$ cat src/rtl/coredefs_pkg.sv
`default_nettype none
// ============================================================================
//  Package     : coredefs
//  Description : Shared RV32I decode definitions: ALU op codes, opcode
//                constants, ALU A-operand select enum and the ID/EX bundle.
//  Revision    : 1.0 - initial release
// ============================================================================
package coredefs;

   // ALU op codes, numbered in funct3 order
   localparam logic [2:0] ALU_ADD  = 3'd0;
   localparam logic [2:0] ALU_SLL  = 3'd1;
   localparam logic [2:0] ALU_SLT  = 3'd2;
   localparam logic [2:0] ALU_SLTU = 3'd3;
   localparam logic [2:0] ALU_XOR  = 3'd4;
   localparam logic [2:0] ALU_SR   = 3'd5;
   localparam logic [2:0] ALU_OR   = 3'd6;
   localparam logic [2:0] ALU_AND  = 3'd7;

   // Major opcodes (instr[6:0])
   localparam logic [6:0] OPC_OP     = 7'b0110011;
   localparam logic [6:0] OPC_OP_IMM = 7'b0010011;
   localparam logic [6:0] OPC_LUI    = 7'b0110111;
   localparam logic [6:0] OPC_AUIPC  = 7'b0010111;
   localparam logic [6:0] OPC_LOAD   = 7'b0000011;
   localparam logic [6:0] OPC_STORE  = 7'b0100011;
   localparam logic [6:0] OPC_BRANCH = 7'b1100011;
   localparam logic [6:0] OPC_JAL    = 7'b1101111;
   localparam logic [6:0] OPC_JALR   = 7'b1100111;

   typedef enum logic [1:0] {
      ASRC_RS1  = 2'd0,
      ASRC_PC   = 2'd1,
      ASRC_ZERO = 2'd2
   } asrc_e;

   // Everything EX needs from decode, excluding the valid bit
   typedef struct packed {
      logic [31:0] pc;
      logic [2:0]  aluctr;
      logic        aluext;
      asrc_e       asrc;
      logic        bsrc;
      logic [31:0] imm;
      logic [4:0]  rs1;
      logic [4:0]  rs2;
      logic [4:0]  rd;
      logic        regwr;
      logic        memrd;
      logic        memwr;
      logic [2:0]  funct3;
      logic        branch;
      logic        jal;
      logic        jalr;
      logic        illegal;
   } id_ex_t;

endpackage
`default_nettype wire

$ cat src/rtl/id_stage_if.sv
`default_nettype none
// ============================================================================
//  Interface   : id_stage_if
//  Description : IF/ID -> ID/EX handshake bundle. slave = decode stage,
//                master = surrounding pipeline (fetch + execute side).
//  Revision    : 1.0 - initial release
// ============================================================================
interface id_stage_if;
   import coredefs::*;

   logic        in_valid;
   logic        in_ready;
   logic [31:0] in_pc;
   logic [31:0] in_instr;
   logic        flush;
   logic        out_valid;
   logic        out_ready;
   id_ex_t      out_bundle;

   modport master (
      output in_valid, in_pc, in_instr, flush, out_ready,
      input  in_ready, out_valid, out_bundle
   );

   modport slave (
      input  in_valid, in_pc, in_instr, flush, out_ready,
      output in_ready, out_valid, out_bundle
   );

endinterface
`default_nettype wire

$ cat src/rtl/id_stage_decoder.sv
`default_nettype none
// ============================================================================
//  Module      : rv32i_decoder
//  Description : Purely combinational RV32I instruction -> id_ex_t decode.
//                Illegal encodings keep their ALU fields but never write a
//                register, touch memory or redirect control flow.
//  Revision    : 1.0 - initial release
// ============================================================================
module rv32i_decoder
   import coredefs::*;
(
   input  logic [31:0] instr_i,
   input  logic [31:0] pc_i,
   output id_ex_t      dec_o
);

   logic [6:0]  w_opc;
   logic [6:0]  w_f7;
   logic [2:0]  w_f3;
   logic [31:0] w_imm_i;
   logic [31:0] w_imm_s;
   logic [31:0] w_imm_b;
   logic [31:0] w_imm_u;
   logic [31:0] w_imm_j;
   logic [31:0] w_shamt;
   logic        w_writes_rd;
   logic        w_has_rs2;

   assign w_opc   = instr_i[6:0];
   assign w_f3    = instr_i[14:12];
   assign w_f7    = instr_i[31:25];
   assign w_imm_i = {{20{instr_i[31]}}, instr_i[31:20]};
   assign w_imm_s = {{20{instr_i[31]}}, instr_i[31:25], instr_i[11:7]};
   assign w_imm_b = {{19{instr_i[31]}}, instr_i[31], instr_i[7], instr_i[30:25], instr_i[11:8], 1'b0};
   assign w_imm_u = {instr_i[31:12], 12'b0};
   assign w_imm_j = {{11{instr_i[31]}}, instr_i[31], instr_i[19:12], instr_i[20], instr_i[30:21], 1'b0};
   assign w_shamt = {27'b0, instr_i[24:20]};

   // Opcode-driven decode into the ID/EX bundle
   always_comb begin
      dec_o        = '0;
      dec_o.pc     = pc_i;
      dec_o.aluctr = ALU_ADD;
      dec_o.asrc   = ASRC_RS1;
      dec_o.rs1    = instr_i[19:15];
      dec_o.rd     = instr_i[11:7];
      dec_o.funct3 = w_f3;
      w_writes_rd  = 1'b0;
      w_has_rs2    = 1'b0;
      case (w_opc)
         OPC_OP: begin
            w_writes_rd   = 1'b1;
            w_has_rs2     = 1'b1;
            dec_o.aluctr  = w_f3;
            dec_o.aluext  = (w_f3 == 3'b000 || w_f3 == 3'b101) ? instr_i[30] : 1'b0;
            dec_o.illegal = !((w_f7 == 7'h00) ||
                              (w_f7 == 7'h20 && (w_f3 == 3'b000 || w_f3 == 3'b101)));
         end
         OPC_OP_IMM: begin
            w_writes_rd  = 1'b1;
            dec_o.aluctr = w_f3;
            dec_o.bsrc   = 1'b1;
            dec_o.imm    = w_imm_i;
            if (w_f3 == 3'b001) begin
               dec_o.imm     = w_shamt;
               dec_o.illegal = (w_f7 != 7'h00);
            end else if (w_f3 == 3'b101) begin
               dec_o.imm     = w_shamt;
               dec_o.aluext  = instr_i[30];
               dec_o.illegal = !(w_f7 == 7'h00 || w_f7 == 7'h20);
            end
         end
         OPC_LUI, OPC_AUIPC: begin
            w_writes_rd = 1'b1;
            dec_o.asrc  = (w_opc == OPC_LUI) ? ASRC_ZERO : ASRC_PC;
            dec_o.bsrc  = 1'b1;
            dec_o.imm   = w_imm_u;
         end
         OPC_LOAD: begin
            w_writes_rd = 1'b1;
            dec_o.bsrc  = 1'b1;
            dec_o.imm   = w_imm_i;
            dec_o.memrd = 1'b1;
         end
         OPC_STORE: begin
            w_has_rs2   = 1'b1;
            dec_o.bsrc  = 1'b1;
            dec_o.imm   = w_imm_s;
            dec_o.memwr = 1'b1;
         end
         OPC_BRANCH: begin
            w_has_rs2    = 1'b1;
            dec_o.imm    = w_imm_b;
            dec_o.branch = 1'b1;
            case (w_f3)
               3'b000, 3'b001: dec_o.aluext  = 1'b1;   // equality via SUB and zero test
               3'b100, 3'b101: dec_o.aluctr  = ALU_SLT;
               3'b110, 3'b111: dec_o.aluctr  = ALU_SLTU;
               default:        dec_o.illegal = 1'b1;
            endcase
         end
         OPC_JAL: begin
            w_writes_rd = 1'b1;
            dec_o.asrc  = ASRC_PC;
            dec_o.bsrc  = 1'b1;
            dec_o.imm   = w_imm_j;
            dec_o.jal   = 1'b1;
         end
         OPC_JALR: begin
            w_writes_rd = 1'b1;
            dec_o.bsrc  = 1'b1;
            dec_o.imm   = w_imm_i;
            dec_o.jalr  = 1'b1;
         end
         default: dec_o.illegal = 1'b1;
      endcase
      if (w_has_rs2) begin
         dec_o.rs2 = instr_i[24:20];
      end
      // Writes to x0 are dropped here so EX/WB never has to check rd
      dec_o.regwr = w_writes_rd && (dec_o.rd != 5'd0) && !dec_o.illegal;
      if (dec_o.illegal) begin
         dec_o.memrd  = 1'b0;
         dec_o.memwr  = 1'b0;
         dec_o.branch = 1'b0;
         dec_o.jal    = 1'b0;
         dec_o.jalr   = 1'b0;
      end
   end

endmodule
`default_nettype wire

$ cat src/rtl/id_stage.sv
`default_nettype none
// ============================================================================
//  Module      : id_stage
//  Description : RV32I decode stage with a registered ID/EX slot and
//                valid/ready handshakes on both sides; flush kills all held
//                entries. Optional macro ID_STAGE_SKID_EN adds a second
//                (skid) entry so in_ready comes straight from a flop.
//  Revision    : 1.0 - initial release
// ============================================================================
module id_stage
   import coredefs::*;
(
   input  wire        clk,
   input  wire        rst,
   id_stage_if.slave  bus
);

   id_ex_t w_dec;
   id_ex_t main_q, main_d;
   logic   valid_q, valid_d;
   logic   w_accept;

   rv32i_decoder u_dec (
      .instr_i (bus.in_instr),
      .pc_i    (bus.in_pc),
      .dec_o   (w_dec)
   );

`ifdef ID_STAGE_SKID_EN
   id_ex_t skid_q, skid_d;
   logic   skid_valid_q, skid_valid_d;
   logic   w_main_free;

   assign bus.in_ready = !skid_valid_q;
   assign w_accept     = bus.in_valid && !skid_valid_q;
   assign w_main_free  = !valid_q || bus.out_ready;

   // Skid drains into the main slot before any new entry, keeping order
   always_comb begin
      main_d       = main_q;
      valid_d      = valid_q;
      skid_d       = skid_q;
      skid_valid_d = skid_valid_q;
      if (bus.flush) begin
         valid_d      = 1'b0;
         skid_valid_d = 1'b0;
      end else if (w_main_free) begin
         if (skid_valid_q) begin
            main_d       = skid_q;
            valid_d      = 1'b1;
            skid_valid_d = 1'b0;
         end else begin
            valid_d = w_accept;
            if (w_accept) begin
               main_d = w_dec;
            end
         end
      end else if (w_accept) begin
         skid_d       = w_dec;
         skid_valid_d = 1'b1;
      end
   end

   // Skid register update
   always_ff @(posedge clk) begin
      if (rst) begin
         skid_q       <= '0;
         skid_valid_q <= 1'b0;
      end else begin
         skid_q       <= skid_d;
         skid_valid_q <= skid_valid_d;
      end
   end
`else
   assign bus.in_ready = !valid_q || bus.out_ready;
   assign w_accept     = bus.in_valid && bus.in_ready;

   // Single slot: load on accept, empty when consumed or flushed
   always_comb begin
      main_d  = main_q;
      valid_d = valid_q;
      if (bus.flush) begin
         valid_d = 1'b0;
      end else if (w_accept) begin
         main_d  = w_dec;
         valid_d = 1'b1;
      end else if (bus.out_ready) begin
         valid_d = 1'b0;
      end
   end
`endif

   // ID/EX register update
   always_ff @(posedge clk) begin
      if (rst) begin
         main_q  <= '0;
         valid_q <= 1'b0;
      end else begin
         main_q  <= main_d;
         valid_q <= valid_d;
      end
   end

   assign bus.out_valid  = valid_q;
   assign bus.out_bundle = main_q;

endmodule
`default_nettype wire

$ cat src/flat_wrapper.sv
// flat-port wrapper written by rule: the top's interface ports become plain ports
module id_stage_flat import coredefs::*;
  (clk, rst, bus_in_valid, bus_in_pc, bus_in_instr, bus_flush, bus_out_ready, bus_in_ready, bus_out_valid, bus_out_bundle);
  id_stage_if bus_i ();
  input  wire clk;
  input  wire rst;
  input wire logic [$bits(bus_i.in_valid)-1:0] bus_in_valid;
  input wire logic [$bits(bus_i.in_pc)-1:0] bus_in_pc;
  input wire logic [$bits(bus_i.in_instr)-1:0] bus_in_instr;
  input wire logic [$bits(bus_i.flush)-1:0] bus_flush;
  input wire logic [$bits(bus_i.out_ready)-1:0] bus_out_ready;
  output wire logic [$bits(bus_i.in_ready)-1:0] bus_in_ready;
  output wire logic [$bits(bus_i.out_valid)-1:0] bus_out_valid;
  output wire logic [$bits(bus_i.out_bundle)-1:0] bus_out_bundle;
  assign bus_i.in_valid = bus_in_valid;
  assign bus_i.in_pc = bus_in_pc;
  assign bus_i.in_instr = bus_in_instr;
  assign bus_i.flush = bus_flush;
  assign bus_i.out_ready = bus_out_ready;
  assign bus_in_ready = bus_i.in_ready;
  assign bus_out_valid = bus_i.out_valid;
  assign bus_out_bundle = bus_i.out_bundle;
  id_stage u_core (.clk(clk), .rst(rst), .bus(bus_i));
endmodule
$ cat config.mk
export PLATFORM = sky130hd
export DESIGN_NAME = id_stage_flat
export DESIGN_NICKNAME = d
export VERILOG_FILES = /design/src/rtl/coredefs_pkg.sv /design/src/rtl/id_stage_if.sv /design/src/rtl/id_stage_decoder.sv /design/src/rtl/id_stage.sv /design/src/flat_wrapper.sv
export SDC_FILE = /design/constraint.sdc
export NUM_CORES = 1
export LEC_CHECK = 0
export BUFFER_PORTS_ARGS = -buffer_cell sky130_fd_sc_hd__buf_2
export CORE_ASPECT_RATIO = 1.2
export CORE_MARGIN = 2
export CORE_UTILIZATION = 25
export DETAILED_ROUTE_END_ITERATION = 16
export HOLD_SLACK_MARGIN = 0.02
export PLACE_DENSITY_LB_ADDON = 0.25
export SYNTH_ARGS = -nofsm -noshare
export SYNTH_HDL_FRONTEND = slang
export SYNTH_SLANG_ARGS = --single-unit
$ cat constraint.sdc
create_clock -name clk -period 2.01 [get_ports clk]
set_input_delay 0.603 -clock clk [delete_from_list [all_inputs] [get_ports clk]]
set_output_delay 0.603 -clock clk [all_outputs]
set_load 0.005 [all_outputs]
==> results of run 1 <==
## layout make-up
type / instances / share of cell area, %
flip-flops and latches: 97 / 35.4
clock inverters: 3 / 0.434
well taps: 204 / 4.66
multi-input cells: 332 / 31.5
diodes: 1 / 0.0457
inverters: 4 / 0.274
clock buffers: 13 / 4.93
repair buffers: 216 / 22.7
## registers in the layout, summed over array words and instances, names as in the netlist
name,cells
u_core.bus.out_valid,1
u_core.bus.out_bundle,96
## cell usage in the layout, fill, tap and decap left out, types with 2 or more instances in the layout
cell / netlist / layout
clkinvlp_4: 0 / 2
o21ai_1: 12 / 12
nand2_1: 115 / 115
clkbuf_16: 0 / 9
a221oi_1: 5 / 5
o31ai_1: 3 / 3
buf_2: 6 / 166
dfxtp_1: 97 / 97
a21oi_1: 76 / 76
nand3_1: 4 / 4
a211oi_1: 2 / 2
nand3b_1: 3 / 3
inv_1: 4 / 4
a22oi_1: 6 / 6
nor3b_4: 1 / 2
nand2b_1: 2 / 2
clkbuf_8: 0 / 3
a31oi_1: 2 / 2
buf_4: 1 / 47
nor3_1: 19 / 19
nor2_1: 37 / 37
buf_12: 0 / 3
a22o_1: 8 / 8
nor4_1: 2 / 2
a32o_1: 2 / 2
nor2b_1: 5 / 5
o21ai_0: 7 / 7
## power by group
part           total, mW  leakage, nW  internal (mW)  switching (mW)
registers           2.01        0.789           1.98          0.0282
clock network       1.69        0.138          0.944           0.745
logic              0.482         1.53          0.216           0.266
total               4.18         2.46           3.14            1.04
## routing by layer
metal | share of wire [%] | global-route usage, % | vias to the layer above
met5 | 0 | 0 | -
met4 | 2.1 | 6.07 | 0
met3 | 6.8 | 3.66 | 19
met2 | 48 | 26.4 | 133
met1 | 43 | 18.3 | 1824
li1 | - | - | 1994
## how the worst max path moves through the flow
stage / start / cells past startpoint / end / slack [ps]
2_1_floorplan: bus_in_instr[3] / 7 / u_core.bus.out_bundle[30] / 40
3_3_place_gp: bus_in_instr[31] / 6 / u_core.bus.out_bundle[9] / -150
3_5_place_dp: bus_in_instr[31] / 6 / u_core.bus.out_bundle[3] / -230
4_1_cts: bus_in_instr[31] / 6 / u_core.bus.out_bundle[3] / 140
5_1_grt: bus_in_instr[31] / 6 / u_core.bus.out_bundle[3] / 20
6_report: bus_in_instr[31] / 6 / u_core.bus.out_bundle[3] / 130
## cell families (layout without fill, tap and decap cells)
kind of cell    count (synthesis)  after routing  share of synthesized area [%]
compound gates                132            132                           20.6
buf+inv                        36            236                           4.03
flops                          97             97                           50.9
other cells                     0              1                              0
simple gates                  200            200                           24.5
## through the flow
stage | setup WS (ps) | instance area [sq um] | hold slack (ps) | std cells
after floorplan | 42.9 | 3820 | 444 | 465
after global placement | -152 | 5180 | 434 | 853
after detailed placement | -228 | 5180 | 438 | 853
after CTS | 139 | 5480 | 453 | 869
after global routing | 17.6 | 5480 | 479 | 869
final | 133 | 5480 | 451 | 870
## critical path, cell delays in order
cell	delay, ps
buf_2	100
or4_1	520
o31ai_1	270
o22ai_1	130
nor4b_2	320
a32o_1	220
## Yosys cell counts (3+ instances only)
master      n
nand2_1   115
nand3_1     4
buf_2       6
a22o_1      8
inv_1       4
a22oi_1     6
o21ai_1    12
o21ai_0     7
nand3b_1    3
buf_1       7
nor2b_1     5
dfxtp_1    97
clkbuf_1   17
o31ai_1     3
nor2_1     37
a21oi_1    76
a221oi_1    5
nor3_1     19
==> results.yml, run 1 <==
setup_path:
  critPathKind: "in2reg"
  rrSetupSlack_ps: 340
  crit_arrival_ps: 2170
  reg2reg_to: "u_core.bus.out_bundle[63]"
  start_kind: "primary input"
  end_kind: "flip-flop"
  crit_required_ps: 2300
  r2r-start: "u_core.bus.out_valid"
  reg2reg_depth: 6
  cp_max_fo: 3
synth:
  synth-async-reset-ratio_pct: 0
  yosys_warnings: 0
  synth.avg_cell_area_sq_um: 8.21
  yosys.area.top_type_share_pct: 50.9
  yosys-top-cells-area: "dfxtp_1 51%, nand2_1 11%, a21oi_1 10%"
  synthCells: 465
  synth_top_cell_by_area: "dfxtp_1"
  synth_cell_types: 47
  synth_nets: 534
  ys.flop_type: "dfxtp_1"
  synth_edf_count: 0
  ys_seq_area_share_pct: 50.9
  netlist_area_sq_mm: 0.00382
  synth_seq_cells: 97
timing:
  report.final.slew_viol_count: 0
  setup_viol: 0
  hold_viol: 0
  rsz0062_at_grt: "no"
  finalCritPeriodShare_pct: 93.4
  relSlewSlack_pct: 72.8
  worstMarginPinSlew_ps: 408
  max_freq_mhz: 533
  finalSetupTns_ps: 0
  clock_skew_ps: 4.71
  period_needed_ps: 1880
clock_tree:
  cts_setup_buffers: 0
  cts_tree: "built"
  clock_path_buffers: 2
  htree_levels: 3
  cts_sinks: 97
  cts.clk_slew.worst_paths_ps: 60
  cts_made_buffers: 9
  root_buffer: "clkbuf_16"
  clock_latency_ps: 350
  ctsResizeCount: 0
  postCtsHoldBufs: 0
die:
  fp-row-count: 49
  fp.dieW_um: 117
  core_region_area_sq_mm: 0.0150
  initial_utilization_pct: 25.5
  dieHeight_um: 139
  ios: 167
  die_area_sq_mm: 0.0163
global_routing:
  grt_pass1_wl_um: 19700
  antenna_found_initial: 1
  grt_remaining_overflow: 0
  grt_max_degree: 44
  grt_pass1_vias: 3978
  grt.total_usage_pct: 15.4
drt:
  wl_per_cell_um: 14.3
  route.vias.total: 3970
  drc: 0
  wl_um: 12400
  first_pass_iters: 5
  routed_via_density: 4.56
  ant_nets: 0
  drt_iter0_markers: 160
cells_and_area:
  drive_gt1_share_pct: 36.2
  final_util_pct: 36.6
  nets: 729
  fill_cells: 1628
  areaGrowthSynthToFinish_pct: 43.5
  multiInputGateArea_sq_mm: 0.00173
  seq_area_sq_mm: 0.00194
worst_hold_path:
  min_to: "u_core.bus.out_bundle[80]"
  hold_path_depth: 2
  hold_class: "reg2reg"
  min_from: "u_core.bus.out_bundle[80]"
place:
  io_buffers: 166
  gp_congestion: 0.898
  place_hpwl_um: 9610
power:
  leakagePower_nw: 2.46
  peakVddDrop_mv: 0.356
  finalPower_mw: 4.18
  pwr_density_cell_mw_per_mm2: 763
run_status:
  status: "finished, final reports clean"
run:
  max_cap_viol_count: 0
Note: power is estimated with default switching activity, not from simulation.
==> run 2, diff against run 1 <==
--- a/config.mk
+++ b/config.mk
@@ -12,6 +12,8 @@
 export DETAILED_ROUTE_END_ITERATION = 16
 export HOLD_SLACK_MARGIN = 0.02
 export PLACE_DENSITY_LB_ADDON = 0.25
+export RECOVER_POWER = 100
+export REMOVE_ABC_BUFFERS = 1
 export SYNTH_ARGS = -nofsm -noshare
 export SYNTH_HDL_FRONTEND = slang
 export SYNTH_SLANG_ARGS = --single-unit
==> run 2 against run 1 <==
Compared with the run above: critical path depth unchanged; critical endpoint is now u_core.bus.out_bundle[9]; setup slack got worse by 47 ps; critical path type unchanged; count of clock-buffer cells in the layout is 1 lower.
==> results.yml, run 2 (synthesis results as in run 1) <==
drt:
  ant_nets: 0
  first_pass_iters: 6
  drc: 0
  wl_per_cell_um: 14.1
  route.vias.total: 3935
  wl_um: 12200
  drt_iter0_markers: 189
  routed_via_density: 4.54
die:
  ios: 167
  core_region_area_sq_mm: 0.0150
  fp-row-count: 49
  dieHeight_um: 139
  initial_utilization_pct: 25.5
  fp.dieW_um: 117
  die_area_sq_mm: 0.0163
clock_tree:
  clock_latency_ps: 340
  htree_levels: 3
  root_buffer: "clkbuf_16"
  cts.clk_slew.worst_paths_ps: 60
  clock_path_buffers: 2
  cts_sinks: 97
  cts_tree: "built"
  cts_made_buffers: 9
  cts_setup_buffers: 0
  postCtsHoldBufs: 0
  ctsResizeCount: 0
place:
  io_buffers: 166
  gp_congestion: 0.810
  place_hpwl_um: 9250
  dp_cells: 852
power:
  peakVddDrop_mv: 0.284
  p_comb_share_pct: 10.5
  pwr_density_cell_mw_per_mm2: 795
  pwr-share-clk_pct: 42.3
  power.switching_mw: 0.981
  internal_power_mw: 3.29
  leakagePower_nw: 2.20
  swShare_pct: 23.0
  finalPower_mw: 4.27
  p_seq_share_pct: 47.2
setup_path:
  end_kind: "flip-flop"
  crit_arrival_ps: 2200
  start_kind: "primary input"
  crit_required_ps: 2290
  critPathKind: "in2reg"
  cp_max_fo: 3
timing:
  whs_ps: 453
  clock_skew_ps: 4.10
  finalCritPeriodShare_pct: 95.7
  setup_viol: 0
  period_needed_ps: 1920
  max_freq_mhz: 520
  rsz0062_at_grt: "no"
  worstMarginPinSlew_ps: 856
  relSlewSlack_pct: 42.9
  report.final.slew_viol_count: 0
  hold_viol: 0
global_routing:
  grt-busiest-layer: "met2"
  antenna_found_initial: 0
  grtUsageMet2_pct: 24.9
  use_met1_pct: 17.4
  grt.total_usage_pct: 14.7
  grt_remaining_overflow: 0
  grt_pass1_wl_um: 18900
  grt_pass1_vias: 3769
  grt_use_met3_pct: 4.49
  grt_max_degree: 45
run:
  max_cap_viol_count: 0
cells_and_area:
  instances_no_fill: 867
  largest_reg_flops: 96
  fill_cells: 1649
  final_common_cell: "nand2_1"
  drive_gt1_share_pct: 26.4
  seq_area_sq_mm: 0.00194
  nets: 728
  insertedDiodeCount: 0
  multiInputGateArea_sq_mm: 0.00173
  areaGrowthSynthToFinish_pct: 40.8
  final_cell_mix: "115 x nand2_1, 105 x buf_2, 97 x dfxtp_1"
  final_util_pct: 35.9
worst_hold_path:
  hold_class: "reg2reg"
run_status:
  status: "finished, final reports clean"
run 2: cell count changes in the layout (fill, tap and decap cells not counted), sizes merged:
cell,previous run,this run
diode,1,0
clkbuf,13,80
buf,216,147
bufinv,0,2
clkinvlp,2,0
run 2: per-stage QoR:
step	setup WS, ps	area [sq um]	setup TNS (ps)
floorplan	-2030	3680	-121840
global placement	-233	5180	-1790
detailed placement	-278	5180	-2890
CTS	88.2	5490	0
global route	3.39	5380	0
finish	86.0	5380	0
run 2: layout make-up:
type / count / area share, %
clock buffer: 12 / 4.59
clock inverter: 3 / 1.21
inverter: 4 / 0.279
multi-input combinational: 332 / 32.1
sequential: 97 / 36.1
tap: 204 / 4.75
timing repair buffer: 215 / 20.9
run 2: power by group through the flow:
stage               clock network (mW)  logic, mW  registers [mW]
floorplan                            0      0.170            2.06
finish                            1.81      0.447            2.02
CTS                               1.88      0.473            2.01
global placement                     0      0.468            2.06
global route                      1.95      0.498            2.02
detailed placement                   0      0.471            2.06
run 2: worst paths after layout:
path                                             endpoint  depth (start not counted)  slack [ps]                 startpoint
worst max-delay path             u_core.bus.out_bundle[9]                          6          90           bus_in_instr[31]
worst min-delay path            u_core.bus.out_bundle[23]                          2         450  u_core.bus.out_bundle[23]
worst max register to register  u_core.bus.out_bundle[17]                          8         180       u_core.bus.out_valid
worst min register to register  u_core.bus.out_bundle[23]                          2         450  u_core.bus.out_bundle[23]
run 2: critical path: stages:
cell	delay, ps
buf_2	100
or4_1	530
o31ai_2	250
o22ai_1	120
nor4b_2	380
a32o_1	210
run 2: layer usage:
metal  wire length [um]  up-vias  part of all wire [%]
met1               5270     1808                    43
met2               5850      124                    48
met3                870       12                   7.1
li1                   -     1991                     -
met5                  0        -                     0
met4                204        0                   1.7
